$ cat src/rtl/crc_pkg.sv
// Shared encodings and storage types for the CRC input path.
package crc_pkg;

    localparam int BUF_DEPTH = 2;

    typedef enum logic [1:0] {
        SIZE_BYTE     = 2'b00,
        SIZE_HALF     = 2'b01,
        SIZE_WORD     = 2'b10,
        SIZE_WORD_ALT = 2'b11
    } bus_size_t;

    typedef enum logic [1:0] {
        REV_NONE = 2'b00,
        REV_BYTE = 2'b01,
        REV_HALF = 2'b10,
        REV_WORD = 2'b11
    } rev_in_t;

    // count holds the index of the last valid byte (bytes - 1): 0, 1 or 3.
    typedef struct packed {
        logic [31:0] data;
        logic [1:0]  count;
    } entry_t;

    function automatic logic [1:0] size_to_count(input logic [1:0] size);
        case (size)
            SIZE_BYTE: return 2'd0;
            SIZE_HALF: return 2'd1;
            default:   return 2'd3;
        endcase
    endfunction

endpackage

$ cat src/rtl/crc_bit_reverse.sv
// Input bit reversal: masks the word to the transfer width, then mirrors bits
// within groups whose size is the configured granularity clamped to the transfer size.
module crc_bit_reverse
    import crc_pkg::*;
(
    input  logic [31:0] word,
    input  logic [1:0]  size,
    input  logic [1:0]  rev_in_type,
    output logic [31:0] rev_word
);

    logic [1:0]  lvl;
    logic [1:0]  gran;
    logic [31:0] masked;
    logic [31:0] rev_byte;
    logic [31:0] rev_half;
    logic [31:0] rev_full;

    always_comb begin
        case (size)
            SIZE_BYTE: begin lvl = REV_BYTE; masked = word & 32'h0000_00FF; end
            SIZE_HALF: begin lvl = REV_HALF; masked = word & 32'h0000_FFFF; end
            default:   begin lvl = REV_WORD; masked = word;                 end
        endcase
        gran = (rev_in_type > lvl) ? lvl : rev_in_type;
    end

    for (genvar i = 0; i < 32; i++) begin : g_rev
        assign rev_byte[i] = masked[(i / 8) * 8 + 7 - (i % 8)];
        assign rev_half[i] = masked[(i / 16) * 16 + 15 - (i % 16)];
        assign rev_full[i] = masked[31 - i];
    end

    always_comb begin
        case (gran)
            REV_BYTE: rev_word = rev_byte;
            REV_HALF: rev_word = rev_half;
            REV_WORD: rev_word = rev_full;
            default:  rev_word = masked;
        endcase
    end

endmodule

$ cat src/rtl/crc_input_buffer.sv
// Two-entry CRC_DR buffer and MSB-first byte unpacker feeding the CRC unit,
// with flush handling and host back-pressure flags.
module crc_input_buffer
    import crc_pkg::*;
(
    input  logic        HCLK,
    input  logic        HRESETn,
    input  logic [31:0] bus_wr,
    input  logic [1:0]  bus_size,
    input  logic        buffer_write_en,
    input  logic [1:0]  rev_in_type,
    input  logic        reset_chain,
    input  logic        byte_ready,
    output logic [7:0]  byte_out,
    output logic        byte_valid,
    output logic        crc_unit_rst,
    output logic        buffer_full,
    output logic        read_wait,
    output logic        reset_pending
);

    entry_t      mem [BUF_DEPTH];
    entry_t      head;
    entry_t      wr_entry;
    logic [31:0] rev_word;
    logic        rd_ptr;
    logic        wr_ptr;
    logic [1:0]  count;
    logic [1:0]  idx;
    logic        drain;
    logic        rst_pulse;
    logic [7:0]  sel_byte;
    logic        complete;
    logic        last;
    logic        pop;
    logic        push;
    logic        stall;

    crc_bit_reverse u_rev (
        .word        (bus_wr),
        .size        (bus_size),
        .rev_in_type (rev_in_type),
        .rev_word    (rev_word)
    );

    assign wr_entry = '{data: rev_word, count: size_to_count(bus_size)};
    assign head     = mem[rd_ptr];

    assign byte_valid    = (count != 2'd0);
    assign read_wait     = byte_valid;
    assign buffer_full   = (count == 2'd2);
    assign reset_pending = drain;
    assign crc_unit_rst  = rst_pulse;

    assign complete = byte_valid && byte_ready;
    assign stall    = byte_valid && !byte_ready;
    assign last     = (idx == head.count);
    assign pop      = complete && last;
    assign push     = buffer_write_en && !buffer_full && !drain && !reset_chain;

    // Byte position counted from the least-significant end of the head entry.
    always_comb begin
        case (head.count - idx)
            2'd0:    sel_byte = head.data[7:0];
            2'd1:    sel_byte = head.data[15:8];
            2'd2:    sel_byte = head.data[23:16];
            default: sel_byte = head.data[31:24];
        endcase
    end

    assign byte_out = byte_valid ? sel_byte : 8'h00;

    always_ff @(posedge HCLK) begin
        if (push)
            mem[wr_ptr] <= wr_entry;
    end

    always_ff @(posedge HCLK or negedge HRESETn) begin
        if (!HRESETn) begin
            count     <= 2'd0;
            rd_ptr    <= 1'b0;
            wr_ptr    <= 1'b0;
            idx       <= 2'd0;
            drain     <= 1'b0;
            rst_pulse <= 1'b0;
        end else begin
            rst_pulse <= 1'b0;
            if (reset_chain && stall) begin
                // Keep only the head so the byte in handshake can finish.
                count  <= 2'd1;
                wr_ptr <= ~rd_ptr;
                drain  <= 1'b1;
            end else if (reset_chain || (drain && complete)) begin
                count     <= 2'd0;
                rd_ptr    <= 1'b0;
                wr_ptr    <= 1'b0;
                idx       <= 2'd0;
                drain     <= 1'b0;
                rst_pulse <= 1'b1;
            end else if (!drain) begin
                if (push)
                    wr_ptr <= ~wr_ptr;
                if (pop)
                    rd_ptr <= ~rd_ptr;
                if (complete)
                    idx <= last ? 2'd0 : idx + 2'd1;
                count <= count + {1'b0, push} - {1'b0, pop};
            end
        end
    end

endmodule

$ cat config.mk
export PLATFORM = sky130hd
export DESIGN_NAME = crc_input_buffer
export DESIGN_NICKNAME = d
export VERILOG_FILES = /design/src/rtl/crc_pkg.sv /design/src/rtl/crc_bit_reverse.sv /design/src/rtl/crc_input_buffer.sv
export SDC_FILE = /design/constraint.sdc
export NUM_CORES = 1
export LEC_CHECK = 0
export BUFFER_PORTS_ARGS = -buffer_cell sky130_fd_sc_hd__buf_2
export CAP_MARGIN = 10
export CORE_UTILIZATION = 59
export DETAILED_ROUTE_END_ITERATION = 10
export GPL_ROUTABILITY_DRIVEN = 0
export PLACE_DENSITY = 0.8
export SYNTH_ARGS = -nofsm -noshare
export SYNTH_HDL_FRONTEND = slang
export SYNTH_SLANG_ARGS = --single-unit
$ cat constraint.sdc
create_clock -name HCLK -period 3.65 [get_ports HCLK]
set_input_delay 0.365 -clock HCLK [delete_from_list [all_inputs] [get_ports HCLK]]
set_output_delay 0.365 -clock HCLK [all_outputs]
set_load 0.01 [all_outputs]
---- Yosys cells after proc, flatten, opt, wreduce, memory -nomap -nowiden ----
Memory sizes are Yosys's and may differ from the RTL's.
Cells that the tools add are included.
storage, ports and cells
  output and inout port bits .............. 13
  register bits ........................... 8
  logic and storage cells ................. 75
  memories ................................ 1
  RAM bits ................................ 68
  input bits .............................. 41
memories
  name  words  width  read ports  clocked after Yosys merged registers in  write ports  RTL line                text
  mem   2      34     1           0                                        1            crc_input_buffer.sv:22  entry_t mem [BUF_DEPTH];
cells by class
  bitwise gates (word level) .............. 3
  muxes and demuxes ....................... 27
  reductions and logical operators ........ 23
  magnitude comparators ................... 1
  add/subtract/negate cells ............... 4
  equal/unequal tests ..................... 10
operators by type and width
  kind                                                    count
  case mux 32 bit (3 select lines)                        1
  case mux 32 bit (2 select lines)                        1
  case mux 8 bit (3 select lines)                         1
  two-way mux 2 bit                                       8
  two-way mux 1 bit                                       13
  equality test 2 bit (second input constant)             4
  logical AND 1 bit                                       8
  two-way mux 8 bit                                       1
  case mux 2 bit (2 select lines)                         2
  nonzero test 2 bit                                      4
  equality test 2 x 1 -> 1 bit (second input constant)    3
  AND reduction 3 bit                                     2
  logical NOT 1 bit                                       4
  logical NOT 2 bit                                       2
  inequality test 3 x 1 -> 1 bit (second input constant)  1
  inverter 1 bit                                          3
  nonzero test 3 bit                                      1
  adder 2 x 1 -> 2 bit                                    1
  adder 2 x 1 -> 2 bit (second input constant)            1
  equality test 2 bit                                     1
  > comparator 2 bit                                      1
  inequality test 2 x 1 -> 1 bit (second input constant)  1
  AND reduction 2 bit                                     1
  subtractor 2 x 1 -> 2 bit                               1
  other kinds (2)                                         2

---- Longest topological paths before layout ----
  depth after elaboration ................. 10
  depth in mapped cells ................... 12
  gate-level depth less buffers ........... 10

---- By module ----
Synthesis repeated with hierarchy kept, for this count alone.
unflattened totals
  cells, all modules ...................... 543
  area, all modules ....................... 5437.7 µm²
by module, submodules not included
  module            cells each  instances  area an instance (µm²)  sequential area each (µm²)
  crc_input_buffer  320         1          4017.6                  2242.2
  crc_bit_reverse   223         1          1420.1                  0.0

---- Worst setup path after synthesis ----
OpenSTA, ideal clock, no wires.
  path kind ............................... input-to-reg
  start ................................... input bus_size[1]
  end ..................................... memory mem[0][27] (netlist name) (data pin)
  stages .................................. 12
  arrival time ............................ 2.469 ns
  path slack .............................. 0.905 ns
  required time ........................... 3.374 ns
  buffers on the path ..................... 4
  library setup time ...................... 0.276 ns
  path through ............................ buf_2 buf_1 clkinv_1 nand2_1 ha_1 nor4b_2 o21bai_1 and2_1 buf_4 buf_4 a21oi_1 o22ai_1
between the ends
  cells in the longest elaborated chain, start to end .. 6
  elaborated cells between the ends (all ways) .. 10
  those cells by class .................... 1 x order compare; 4 x eq/ne; 4 x mux; 1 x reduce/logical
ends and longest elaborated chain
  what                                                                        RTL line                text
  start: declaration                                                          crc_input_buffer.sv:9   input logic [1:0] bus_size,
  equality test 2 x 1 -> 1 bit / logical NOT 2 bit (equally long branches)    crc_bit_reverse.sv:20   case (size)
  case mux 2 bit (2 select lines)                                             crc_bit_reverse.sv:20
  > comparator 2 bit                                                          crc_bit_reverse.sv:25   gran = (rev_in_type > lvl) ? lvl : rev_in_type;
  two-way mux 2 bit                                                           crc_bit_reverse.sv:25
  equality test 2 bit / equality test 2 x 1 -> 1 bit (equally long branches)  crc_bit_reverse.sv:35   case (gran)
  case mux 32 bit (3 select lines) *                                          crc_bit_reverse.sv:35
  net rev_word[25]                                                            crc_input_buffer.sv:25  logic [31:0] rev_word;
  end: declaration                                                            crc_input_buffer.sv:22
The timed path passes the listed nets; every way through them passes the cells marked *.

---- Worst setup path in the final report ----
  start ................................... register rd_ptr
  end ..................................... output byte_out[7]
between the ends
  cells in the longest elaborated chain, start to end .. 5
  elaborated cells between the ends (all ways) .. 7
  those cells by class .................... 1 x add/sub; 2 x eq/ne; 2 x mux; 1 x reduce/logical; 1 x memory
ends and longest elaborated chain
  what                                         RTL line                 text
  start: declaration                           crc_input_buffer.sv:26   logic rd_ptr;
  start signal: assignment                     crc_input_buffer.sv:104  rd_ptr <= ~rd_ptr;
  memory read (2 x 34 bit) *                   -
  subtractor 2 bit                             crc_input_buffer.sv:63   case (head.count - idx)
  equality test 2 bit (tied with other cells)  crc_input_buffer.sv:63
  case mux 8 bit (3 select lines) *            crc_input_buffer.sv:63
  two-way mux 8 bit *                          crc_input_buffer.sv:71   assign byte_out = byte_valid ? sel_byte : 8'h00;
  end: declaration                             crc_input_buffer.sv:14   output logic [7:0] byte_out,
Mark *: on every way between the ends. The rest lies on a longest branch, timed or not.

==> impl_summary.md <==
Clock tree
No sink is reached through more buffers than the 2 on the longest clock path. Buffers inserted during clock tree synthesis total 9. The clock reaches the later pin of the worst-skew pair after 350 ps.

The CTS root buffer is sky130_fd_sc_hd__clkbuf_8. Counting every sink on the clock net gives 76. The count of H-tree levels built during CTS is 3. Clock-pin slew was measured on the worst setup and hold paths at 80 ps.

TritonCTS built the clock tree.

Synthesis
In the synthesized netlist the async set-or-reset flop fraction comes to 10.5%. The flop and latch count out of synthesis is 76. The synthesized instance count is 510. Summing every instance area after synthesis gives 4930 sq um.

Sorting the synthesized cells by area gives the leading types as sky130_fd_sc_hd__edfxtp_1 41%, sky130_fd_sc_hd__nand2_1 5.8%, sky130_fd_sc_hd__o21ai_0 4.2%. The distinct cell type count of the synthesized netlist is 54. Dividing the synthesized area by the synthesized cell count gives 9.67 sq um. The synthesized design devotes to its leading area cell type 41.4% of total area. Counting instances in the post-synthesis netlist gives the leading cell types as 76 x sky130_fd_sc_hd__nand2_1, 68 x sky130_fd_sc_hd__edfxtp_1, 41 x sky130_fd_sc_hd__o21ai_0.

The number of synthesized flops with an enable pin is 68. The biggest area contributor in the post-synthesis netlist is sky130_fd_sc_hd__edfxtp_1. The number of nets in the synthesized netlist is 556. The share of the yosys chip area belonging to registers is 45.5%. The Yosys warning count is 0. In the synthesized netlist the dominant register cell turns out to be sky130_fd_sc_hd__edfxtp_1. Yosys instantiated no cell more often than sky130_fd_sc_hd__nand2_1.

Cells and area
The net count of the finished layout is 596. The layout filler cell count is 580. Cells with a size suffix above 1 make up 20.4% of the layout. In the final layout, flip-flops and latches occupy 2240 sq um.

The area overhead of the layout relative to synthesis is 10.8%. The multi-input combinational cell area is 2470 sq um. The count of antenna diodes in the layout is 0.

STA
The part of the cycle the worst path needs is 92.8%. The clock period could shrink to 3390 ps. The timing-limited maximum frequency is 295 MHz. The worst clock skew is 10.6 ps. Setup repair after global routing left no endpoint under its margin. For the pin with the worst max-slew slack, the measured transition is 903 ps. Setup violations remaining at the end of the flow were counted as 0. The worst pin sits at a relative slew slack of 39.8%.

For the final routed database, the setup TNS stands at 0 ps. After layout, the worst setup slack is 264 ps. The number of max-slew violations in the final report is 0. The number of hold-slack violations in the final timing report is 0.

Worst setup path
The start point of the critical path is rd_ptr. The delay contributed by the slowest stage of the critical path is 590 ps. The number of cells on the worst reg-to-reg path is 10. The setup path with the least slack is of type reg2out. The start of the worst register-to-register path is rd_ptr. At the worst endpoint, the required time is 3280 ps.

The worst setup path endpoint is byte_out[7]. The startpoint type of the worst setup path is a flop. Data on the critical path arrives at its endpoint at 3020 ps. Traced cell by cell, the critical path runs through mux2i_1 -> ha_1 -> xor2_4 -> buf_4 -> mux2i_1 -> a211o_1 -> a31oi_1 -> a32o_1 -> buf_2. The cell repeated most along the worst path is sky130_fd_sc_hd__mux2i_1. The cell type of the slowest stage on the worst timing path is sky130_fd_sc_hd__dfrtp_1. STA classifies the critical path endpoint as an output port. The maximum fanout along the worst path is 31.

The endpoint identified for the worst register-to-register timing path is count[1]. Setup slack on the worst reg-to-reg path comes out at 910 ps.

Place
The count of input and output buffers is 53. The detailed placement HPWL is 8820 um. The pre-CTS setup slack is 704 ps.

GRT
The initial antenna violation count is 0. The aggregate global-route resource usage is 30.2%. The number of global-route vias before repair is 4,166. The first-pass GRT wire length is 20,000 um. The total overflow left after global routing is 0.

The maximum number of pins on one net before global-route repair is 37.

Routing
For this run, design rule violations remaining after detail routing come to 0. The overall via count from detail_route is 4,359. The count of TritonRoute iterations in the first routing pass is 5. Once detail routing completed, the nets flagged for antenna violations numbered 0. In the final routed layout, each cell accounts on average for 19.0 um. Summed over all layers, the routed wires come to 12,500 um. Using the TritonRoute via totals, the vias-per-cell ratio works out to 6.63. The detailed router's first-iteration violation count is 463.

Flow run
The count of max-cap constraint violations is 0.

Die
For this configuration, the core starts out at a cell density of 62.5%. The standard cell core area is 7890 sq um. The die span in y is 93.4 um.

The horizontal die dimension is 93.4 um. Row generation in the floorplan step produced 32 rows. 54 I/O pins were placed. The die outline area is 8730 sq um.

Pwr
The areal power density over the cells is 536 nW/um^2. The peak supply drop is 0.338 mV. The total leakage power is 2.01 nW.

Status
The flow ran to the end, and the final reports show no timing, DRC or antenna violations.

Min path
In this run the worst hold path is classified as in2reg.
area by class of cell:
type	instances	share of cell area, %
Multi-Input combinational cell	385	45.2
Sequential cell	76	41.1
Timing Repair Buffer	69	7.10
Clock buffer	10	2.34
Tap cell	102	2.34
Clock inverter	6	1.31
Inverter	9	0.619
cell usage in the layout, fill, tap and decap left out, types with 18 or more instances in the layout:
cell / netlist / layout
sky130_fd_sc_hd__a31oi_1: 23 / 23
sky130_fd_sc_hd__buf_2: 12 / 53
sky130_fd_sc_hd__edfxtp_1: 68 / 68
sky130_fd_sc_hd__mux2_2: 18 / 18
sky130_fd_sc_hd__nand2_1: 76 / 76
sky130_fd_sc_hd__nand3_1: 28 / 28
sky130_fd_sc_hd__nor2_1: 26 / 24
sky130_fd_sc_hd__nor2b_1: 23 / 23
sky130_fd_sc_hd__o21ai_0: 41 / 41
worst min path at each step:
stage / start / to / slack, ps / cells after the start
2_1_floorplan: HRESETn / count[0] / 70 / 0
4_1_cts: byte_ready / count[0] / 260 / 2
3_3_place_gp: HRESETn / crc_unit_rst / 210 / 1
5_1_grt: reset_chain / count[1] / 280 / 2
6_report: byte_ready / count[0] / 270 / 2
3_5_place_dp: HRESETn / crc_unit_rst / 220 / 1
flip-flops by register name, summed over array words and instances (netlist names):
name	cells
reset_pending	1
wr_ptr	1
mem	68
idx	2
crc_unit_rst	1
rd_ptr	1
count	2
layer usage:
layer  wire length [um]  GRT usage, %  vias up
li1                   -             -     2011
met1               5060          39.4     2008
met2               5860          49.3      294
met3               1170          4.80       46
met4                376          14.7        0
met5                  0             0        -
what timing repair did:
| action | 4_1_cts | 5_1_grt |
|---|---|---|
| hold buffers | 1 | 0 |
| gates resized for setup | 0 | 0 |
| endpoints found under the hold margin | 8 | 0 |
| setup buffers | 0 | 0 |
logic make-up after synthesis:
logic type / Yosys count / share of synthesized area, %
fa+ha+maj: 5 / 1.27
simple gates: 191 / 18.7
xor+xnor: 6 / 1.45
buf+inv: 49 / 4.49
flops: 76 / 45.5
mux: 36 / 8.27
compound gates: 147 / 20.4
stage by stage:
step                      instances  hold WS, ps  utilization (%)  cell area [sq um]  power [mW]
after floorplan                 510         69.4                -               4930        2.00
after detailed placement        640          223             66.6               5250        2.29
after global routing            657          278             69.2               5460        3.08
after CTS                       657          256             69.2               5460        2.91
final                           657          268             69.2               5460        2.93
after global placement          640          213             66.6               5250        2.25
report_power, final:
part | total [mW] | internal [mW] | switching, mW
clock | 0.627 | 0.322 | 0.305
combinational | 1.15 | 0.448 | 0.699
sequential | 1.15 | 1.07 | 0.0833
worst max-delay path: cells and delay by family, from the launching register on:
kind            cells  cell delay [ps]
buf+inv             2              490
compound gates      3              650
xor+xnor            1              180
mux                 2              390
flops               1              590
fa+ha+maj           1              350
(Power assumes the default switching activity.)
